==> src/rtl/bcd_bin_pkg.sv <==
// Shared definitions for the iterative BCD<->binary converter.
// Optional operand validation is enabled by defining BCD_BIN_CHECK_EN.
package bcd_bin_pkg;

  // Width of one packed BCD digit
  localparam int unsigned NIBBLE_W = 4;

  // Converter control states
  typedef enum logic [1:0] {
    ST_IDLE  = 2'd0,
    ST_CHECK = 2'd1,
    ST_SHIFT = 2'd2,
    ST_DONE  = 2'd3
  } state_t;

  // Conversion direction, sampled together with start
  localparam logic MODE_BCD2BIN = 1'b0;
  localparam logic MODE_BIN2BCD = 1'b1;

  // Per-digit correction amount and the thresholds that trigger it
  localparam logic [NIBBLE_W-1:0] ADJ_CONST  = 4'd3;
  localparam logic [NIBBLE_W-1:0] ADD_THRESH = 4'd5;
  localparam logic [NIBBLE_W-1:0] SUB_THRESH = 4'd8;

  // Largest legal decimal digit value
  localparam logic [NIBBLE_W-1:0] DIGIT_MAX  = 4'd9;

endpackage : bcd_bin_pkg

==> src/rtl/bcd_digit_adj.sv <==
// Combinational single-digit corrector for (reverse) double-dabble.
// Binary->BCD adds 3 to digits >= 5 before the left shift;
// BCD->binary subtracts 3 from digits >= 8 after the right shift.
module bcd_digit_adj
  import bcd_bin_pkg::*;
(
  input  logic                mode,
  input  logic [NIBBLE_W-1:0] digit,
  output logic [NIBBLE_W-1:0] adj_c
);

  // Select the correction for the active conversion direction
  always_comb begin
    adj_c = digit;
    if (mode == MODE_BIN2BCD) begin
      if (digit >= ADD_THRESH) begin
        adj_c = digit + ADJ_CONST;
      end
    end else begin
      if (digit >= SUB_THRESH) begin
        adj_c = digit - ADJ_CONST;
      end
    end
  end

endmodule : bcd_digit_adj

==> src/rtl/bcd_bin_converter.sv <==
// Bidirectional iterative BCD<->binary converter, one bit per clock.
// Mode 0 runs reverse double-dabble (BCD->binary), mode 1 runs double-dabble
// (binary->BCD) on a single combined {bcd, bin} shift register.
// Define BCD_BIN_CHECK_EN to validate operands in the CHECK state; without it
// CHECK always proceeds to SHIFT and err stays 0.
// DIGITS is legal over 1..9.
module bcd_bin_converter
  import bcd_bin_pkg::*;
#(
  parameter int unsigned DIGITS = 4
) (
  input  logic                         clk,
  input  logic                         reset,
  input  logic                         start,
  input  logic                         mode,
  input  logic [NIBBLE_W*DIGITS-1:0]   data_in,
  output logic [NIBBLE_W*DIGITS-1:0]   data_out,
  output logic                         busy,
  output logic                         done,
  output logic                         err
);

  localparam int unsigned DW    = NIBBLE_W * DIGITS;
  localparam int unsigned BIN_W = $clog2(10 ** DIGITS);
  localparam int unsigned SW    = DW + BIN_W;
  localparam int unsigned CW    = $clog2(BIN_W + 1);

  // Control state
  state_t state_q;
  state_t state_d;

  // Working registers captured on accept
  logic          mode_q;
  logic [DW-1:0] op_q;

  // Combined {bcd, bin} shift register and iteration down-counter
  logic [SW-1:0] sr_q;
  logic [CW-1:0] cnt_q;

  // Next values of the registered outputs
  logic [DW-1:0] data_out_d;
  logic          busy_d;
  logic          done_d;
  logic          err_d;

  // Datapath intermediates
  logic          chk_err_c;
  logic [SW-1:0] sr_rs_c;
  logic [DW-1:0] adj_in_c;
  logic [DW-1:0] adj_out_c;
  logic [SW-1:0] sr_step_c;
  logic [SW-1:0] sr_load_c;
  logic [DW-1:0] result_c;
  logic          accept_c;
  logic          last_shift_c;

  assign accept_c     = (state_q == ST_IDLE) && start;
  assign last_shift_c = (state_q == ST_SHIFT) && (cnt_q == '0);

`ifdef BCD_BIN_CHECK_EN
  localparam int unsigned LIMIT = 10 ** DIGITS;

  // Flag non-decimal nibbles (mode 0) or out-of-range binary values (mode 1)
  always_comb begin
    chk_err_c = 1'b0;
    if (mode_q == MODE_BCD2BIN) begin
      for (int unsigned i = 0; i < DIGITS; i++) begin
        if (op_q[NIBBLE_W*i +: NIBBLE_W] > DIGIT_MAX) begin
          chk_err_c = 1'b1;
        end
      end
    end else begin
      // Any bit above BIN_W-1 also makes the value exceed LIMIT
      chk_err_c = (op_q >= DW'(LIMIT));
    end
  end
`else
  assign chk_err_c = 1'b0;
`endif

  // Right-shifted copy used by the BCD->binary step
  assign sr_rs_c = {1'b0, sr_q[SW-1:1]};

  // Binary->BCD corrects before shifting, BCD->binary after
  assign adj_in_c = (mode_q == MODE_BIN2BCD) ? sr_q[SW-1:BIN_W] : sr_rs_c[SW-1:BIN_W];

  // One corrector per BCD digit
  for (genvar g = 0; g < DIGITS; g++) begin : g_adj
    bcd_digit_adj u_adj (
      .mode  (mode_q),
      .digit (adj_in_c[NIBBLE_W*g +: NIBBLE_W]),
      .adj_c (adj_out_c[NIBBLE_W*g +: NIBBLE_W])
    );
  end

  // One iteration of the selected algorithm
  always_comb begin
    if (mode_q == MODE_BIN2BCD) begin
      sr_step_c = {adj_out_c[DW-2:0], sr_q[BIN_W-1:0], 1'b0};
    end else begin
      sr_step_c = {adj_out_c, sr_rs_c[BIN_W-1:0]};
    end
  end

  // Initial shift register contents for the captured operand
  always_comb begin
    if (mode_q == MODE_BIN2BCD) begin
      sr_load_c = {DW'(0), op_q[BIN_W-1:0]};
    end else begin
      sr_load_c = {op_q, BIN_W'(0)};
    end
  end

  // Final result after the last iteration, binary zero-extended
  always_comb begin
    if (mode_q == MODE_BIN2BCD) begin
      result_c = sr_step_c[SW-1:BIN_W];
    end else begin
      result_c = DW'(sr_step_c[BIN_W-1:0]);
    end
  end

  // State register
  always_ff @(posedge clk or negedge reset) begin
    if (!reset) begin
      state_q <= ST_IDLE;
    end else begin
      state_q <= state_d;
    end
  end

  // Next-state logic
  always_comb begin
    state_d = state_q;
    case (state_q)
      ST_IDLE: begin
        if (start) begin
          state_d = ST_CHECK;
        end
      end
      ST_CHECK: begin
        state_d = chk_err_c ? ST_DONE : ST_SHIFT;
      end
      ST_SHIFT: begin
        if (cnt_q == '0) begin
          state_d = ST_DONE;
        end
      end
      ST_DONE: begin
        state_d = ST_IDLE;
      end
      default: begin
        state_d = ST_IDLE;
      end
    endcase
  end

  // Output logic: next values of the registered outputs
  always_comb begin
    data_out_d = data_out;
    err_d      = err;
    busy_d     = (state_d == ST_CHECK) || (state_d == ST_SHIFT);
    done_d     = (state_d == ST_DONE);
    if (accept_c) begin
      err_d = 1'b0;
    end
    if ((state_q == ST_CHECK) && chk_err_c) begin
      err_d      = 1'b1;
      data_out_d = '0;
    end
    if (last_shift_c) begin
      data_out_d = result_c;
    end
  end

  // Output registers
  always_ff @(posedge clk or negedge reset) begin
    if (!reset) begin
      data_out <= '0;
      busy     <= 1'b0;
      done     <= 1'b0;
      err      <= 1'b0;
    end else begin
      data_out <= data_out_d;
      busy     <= busy_d;
      done     <= done_d;
      err      <= err_d;
    end
  end

  // Working registers, shift register and iteration counter
  always_ff @(posedge clk or negedge reset) begin
    if (!reset) begin
      mode_q <= MODE_BCD2BIN;
      op_q   <= '0;
      sr_q   <= '0;
      cnt_q  <= '0;
    end else begin
      if (accept_c) begin
        mode_q <= mode;
        op_q   <= data_in;
      end
      if (state_q == ST_CHECK) begin
        sr_q  <= sr_load_c;
        cnt_q <= CW'(BIN_W - 1);
      end else if (state_q == ST_SHIFT) begin
        sr_q  <= sr_step_c;
        cnt_q <= cnt_q - CW'(1);
      end
    end
  end

endmodule : bcd_bin_converter

==> config.mk <==
export PLATFORM = sky130hd
export DESIGN_NAME = bcd_bin_converter
export DESIGN_NICKNAME = d
export VERILOG_FILES = /design/src/rtl/bcd_bin_pkg.sv /design/src/rtl/bcd_digit_adj.sv /design/src/rtl/bcd_bin_converter.sv
export SDC_FILE = /design/constraint.sdc
export NUM_CORES = 1
export LEC_CHECK = 0
export BUFFER_PORTS_ARGS = -buffer_cell sky130_fd_sc_hd__buf_2
export CELL_PAD_IN_SITES_DETAIL_PLACEMENT = 1
export CELL_PAD_IN_SITES_GLOBAL_PLACEMENT = 1
export CORE_UTILIZATION = 45
export DETAILED_ROUTE_END_ITERATION = 16
export PLACE_DENSITY_LB_ADDON = 0.1
export REMOVE_ABC_BUFFERS = 1
export SLEW_MARGIN = 5
export SYNTH_ARGS = -nofsm -noshare
export SYNTH_HDL_FRONTEND = slang
export SYNTH_SLANG_ARGS = --single-unit
==> constraint.sdc <==
create_clock -name clk -period 4.3 [get_ports clk]
set_clock_uncertainty 0.2 [all_clocks]
set_input_delay 0.43 -clock clk [delete_from_list [all_inputs] [get_ports clk]]
set_output_delay 0.43 -clock clk [all_outputs]
set_load 0.005 [all_outputs]
==> metrics.sh <==
STATUS='finished, final reports clean'
DRCVIOLATIONCOUNT=0
PLACED_CELL_AREA_MM2=0.00437
LAST_WEIGHTED_CONGESTION_VALUE_OF_THE_ROUTABILITY_DRIVEN_PLACER=0.848
WORSTSETUPSTARTPOINTTYPE='flip-flop'
WORST_IR_DROP_VDD_uV=612
TIMING.HOLD.WORST.CLASS='in2async'
FIRST_PASS_ITERS=6
CHIPHEIGHT_UM=98.5
YOSYSWARNINGCOUNT=0
FINAL-SETUP-VIOL-COUNT=0
CTS_HOLD_BUF=0
WORST_EP_ARRIVAL_TIME_NS=2.66
CTS-BUFFERS-INSERTED=9
VIASPERCELL=5.85
FINAL_NETS=508
DRIVE_ABOVE_1_SHARE_PCT=17.9
SHARE_CLK_OF_TOTAL_POWER_PCT=12.0
R2R-START='mode_q'
FINAL_HOLD_VIOL_COUNT=0
YOSYS_REGISTER_BITS=71
SYNTH_ENABLE_FLOP_CELLS=0
FMAX_GHz=0.376
VIAS_IN_THE_FIRST_GLOBAL_ROUTE=3596
WORST_R2R_PATH_DEPTH=7
YOSYSUNIQUECELLTYPES=52
WORSTSKEWPAIRLATENCY_NS=0.34
FINAL_SETUP_SLACK_OF_THE_WORST_PATH_NS=1.64
DESIGN.DIE.AREA_MM2=0.00969
NUMBER_OF_ANTENNA_VIOLATIONS_AT_THE_FIRST_CHECK_IN_GLOBAL_ROUTING=0
FILLERS=1053
SYNTH.AVG_CELL_AREA_UM2=9.26
POSTCTSSETUPBUFFERS=0
INTERNAL_DISSIPATION_W=0.00229
AREAGROWTHSYNTHTOFINISH_PCT=8.76
MULTI_INPUT_GATE_AREA_IN_THE_FINAL_LAYOUT_MM2=0.00215
DRT_ITER0_DRC=105
POST-ROUTE-MIN-PERIOD_NS=2.66
CTS_HTREE_LEVELS=3
YS_DOMINANT_REG_CELL='sky130_fd_sc_hd__dfrtp_1'
FLOORPLAN.DIE.WIDTH_UM=98.5
CTS.PATH.MAX_BUFFERS=2
SYNTH_SIMPLE_GATE_AREA_SHARE_PCT=14.6
DESIGN.PORTCOUNT=39
GRT_START_MAX_NET_PINS=72
CRITPATHMAXFANOUT=38
PWR-SHARE-COMB_PCT=53.7
P_PER_AREA_mW_PER_MM2=929
DATA_REQUIRED_TIME_AT_THE_WORST_ENDPOINT_NS=4.30
P_SW_SHARE_PCT=45.9
SETUP.WORST_PATH.END_CLASS='flip-flop'
SYNTHXORXNORAREAFRAC_PCT=1.26
POST-ROUTE-CELL-AREA_MM2=0.00455
UTILIZATION_PCT=51.5
FINAL-SEQ-AREA_MM2=0.00178
FINAL-MAX-SLEW-VIOLATION-COUNT=0
R2R_SETUP_SLACK_NS=1.64
SYNTH.MUX.AREA_FRACTION_PCT=8.70
TOTAL_LEAKAGE_POWER_nW=2.14
FINALWIRELENGTH_MM=11.0
NUM_ANTENNA_CELLS=0
TOTAL_POWER_W=0.00423
DOMINANT_COMBINATIONAL_CELL_FAMILY_BY_AREA_AFTER_SYNTHESIS='compound AO/OA/AOI/OAI gates'
SYNTH_COMPOUND_AREA_SHARE_PCT=21.5
PLACE_HPWL_MM=7.37
FLOORPLAN.INITIALDENSITY_PCT=47.3
TRACK_USAGE_PCT=24.3
P_SEQ_SHARE_PCT=34.2
CLOCK-SINKS=71
WORST_SLEW_PIN_TRAN_NS=0.913
SYNTH_FA_HA_AREA_SHARE_PCT=5.08
ASYNCSETRESETFLOPFRACSYNTH_PCT=100
SYNTH_CELLS=452
FIN_CRIT_SH_PCT=61.9
VIAS=3403
CTS_REPAIR_RESIZES=0
GRT_OVERFLOW_TOTAL=0
YOSYS.AREA.TOP_TYPE='sky130_fd_sc_hd__dfrtp_1'
SYNTH_AREA_MM2=0.00419
PRE_CTS_SLACK_NS=1.67
PATH_CLASS='reg2reg'
CTS_ROOT_BUFFER='sky130_fd_sc_hd__clkbuf_8'
TIMING.SLEW.HEADROOM_PCT=39.1
LAYOUT_COMMONEST_CELL='sky130_fd_sc_hd__dfrtp_1'
LAYOUT_COMMON_CELLS='sky130_fd_sc_hd__dfrtp_1 (70), sky130_fd_sc_hd__nor2_1 (41), sky130_fd_sc_hd__a21oi_1 (39)'
POWER.SWITCHING_W=0.00194
YOSYS.AREA.TOP_TYPE_SHARE_PCT=42.4
POSTROUTEANTENNANETS=0
CLK_PIN_SLEW_WORST_PATHS_NS=0.08
PORT_BUFFERS=37
YS_TOP_CELLS_BY_AREA='sky130_fd_sc_hd__dfrtp_1 (42%), sky130_fd_sc_hd__mux2_2 (5.1%), sky130_fd_sc_hd__ha_1 (5.1%), sky130_fd_sc_hd__a21oi_1 (4.7%), sky130_fd_sc_hd__nor2_1 (3.7%)'
YOSYSSEQAREASHARE_PCT=42.4
NUM_ROWS=34
MAX_CAP_VIOLATIONS=0
GRT_PASS1_WL_MM=18.2
GRT_SETUP_UNREPAIRED='no'
TOTAL_CORE_AREA_MM2=0.00885
TRITONCTS='built'
WL_PER_CELL_UM=19.0
WORST_R2R_ENDPOINT='sr_q[15]'
SETUP-TNS-FINAL_NS=0
metrics by stage:
step                      hold slack, ns  cells
after floorplan                  -0.0656    416
after global placement             0.245    568
after detailed placement           0.259    568
after CTS                         0.0481    582
after global routing              0.0967    582
final                            0.00550    582
worst max-delay path, cell delays in order (launching register included):
cell                       delay, ns
sky130_fd_sc_hd__dfrtp_2        0.86
sky130_fd_sc_hd__mux2i_1        0.31
sky130_fd_sc_hd__inv_1          0.10
sky130_fd_sc_hd__ha_1           0.18
sky130_fd_sc_hd__nand2b_1       0.21
sky130_fd_sc_hd__a211o_1        0.34
sky130_fd_sc_hd__a32oi_1        0.21
sky130_fd_sc_hd__a21oi_1        0.09
layer usage:
layer,GRT usage [%],part of all wire [%]
met1,32.3,48
met2,41.0,49
met3,2.98,2.3
met4,9.07,1.7
met5,0,0
cell families after synthesis:
group | count (synthesis)
AOI/OAI and AO/OA | 141
DFF | 71
other | 1
and+or+nand+nor | 127
buffers and inverters | 55
adders and majority gates | 17
muxes | 34
xor gates and xnor gates | 6
worst max path at each step:
stage                       from        to  slack [ns]  cells after the start
final                     mode_q  sr_q[15]        1.64                      7
after global routing      mode_q  sr_q[22]        1.43                      7
after CTS                 mode_q  sr_q[15]        1.65                      7
after detailed placement  mode_q  sr_q[15]        1.67                      7
after global placement    mode_q  sr_q[24]        1.79                      7
after floorplan           mode_q  sr_q[22]        0.81                      7
registers in the layout (all words and copies together) (netlist names):
name	flops
mode_q	1
done	1
cnt_q	4
state_q	2
data_out	16
sr_q	30
op_q	16
busy	1
power by group through the flow:
stage | Combinational (W) | Sequential, W | Clock, W
4_1_cts | 0.00230 | 0.00144 | 0.000523
6_report | 0.00227 | 0.00145 | 0.000509
5_1_grt | 0.00255 | 0.00150 | 0.000542
3_5_place_dp | 0.00227 | 0.00145 | 0
2_1_floorplan | 0.00166 | 0.00133 | 0
3_3_place_gp | 0.00217 | 0.00143 | 0
synthesized netlist by cell type (all sizes together) (6+ instances only):
library cell,number
clkbuf,9
o21ai,33
nand2,36
a21oi,39
a31oi,11
ha,17
nor2,41
and2,7
a211oi,13
nand3,8
inv,19
buf,27
dfrtp,71
nor2b,12
mux2i,15
a21o,18
mux2,19
nor3b,6
layout make-up:
cell class,count,share of cell area (%)
multi-input combinational,326,47.1
sequential,71,39.0
timing repair buffer,44,5.28
inverter,19,1.57
clock buffer,14,4.01
tap,108,2.97
Note: power is estimated with default switching activity, not from simulation.
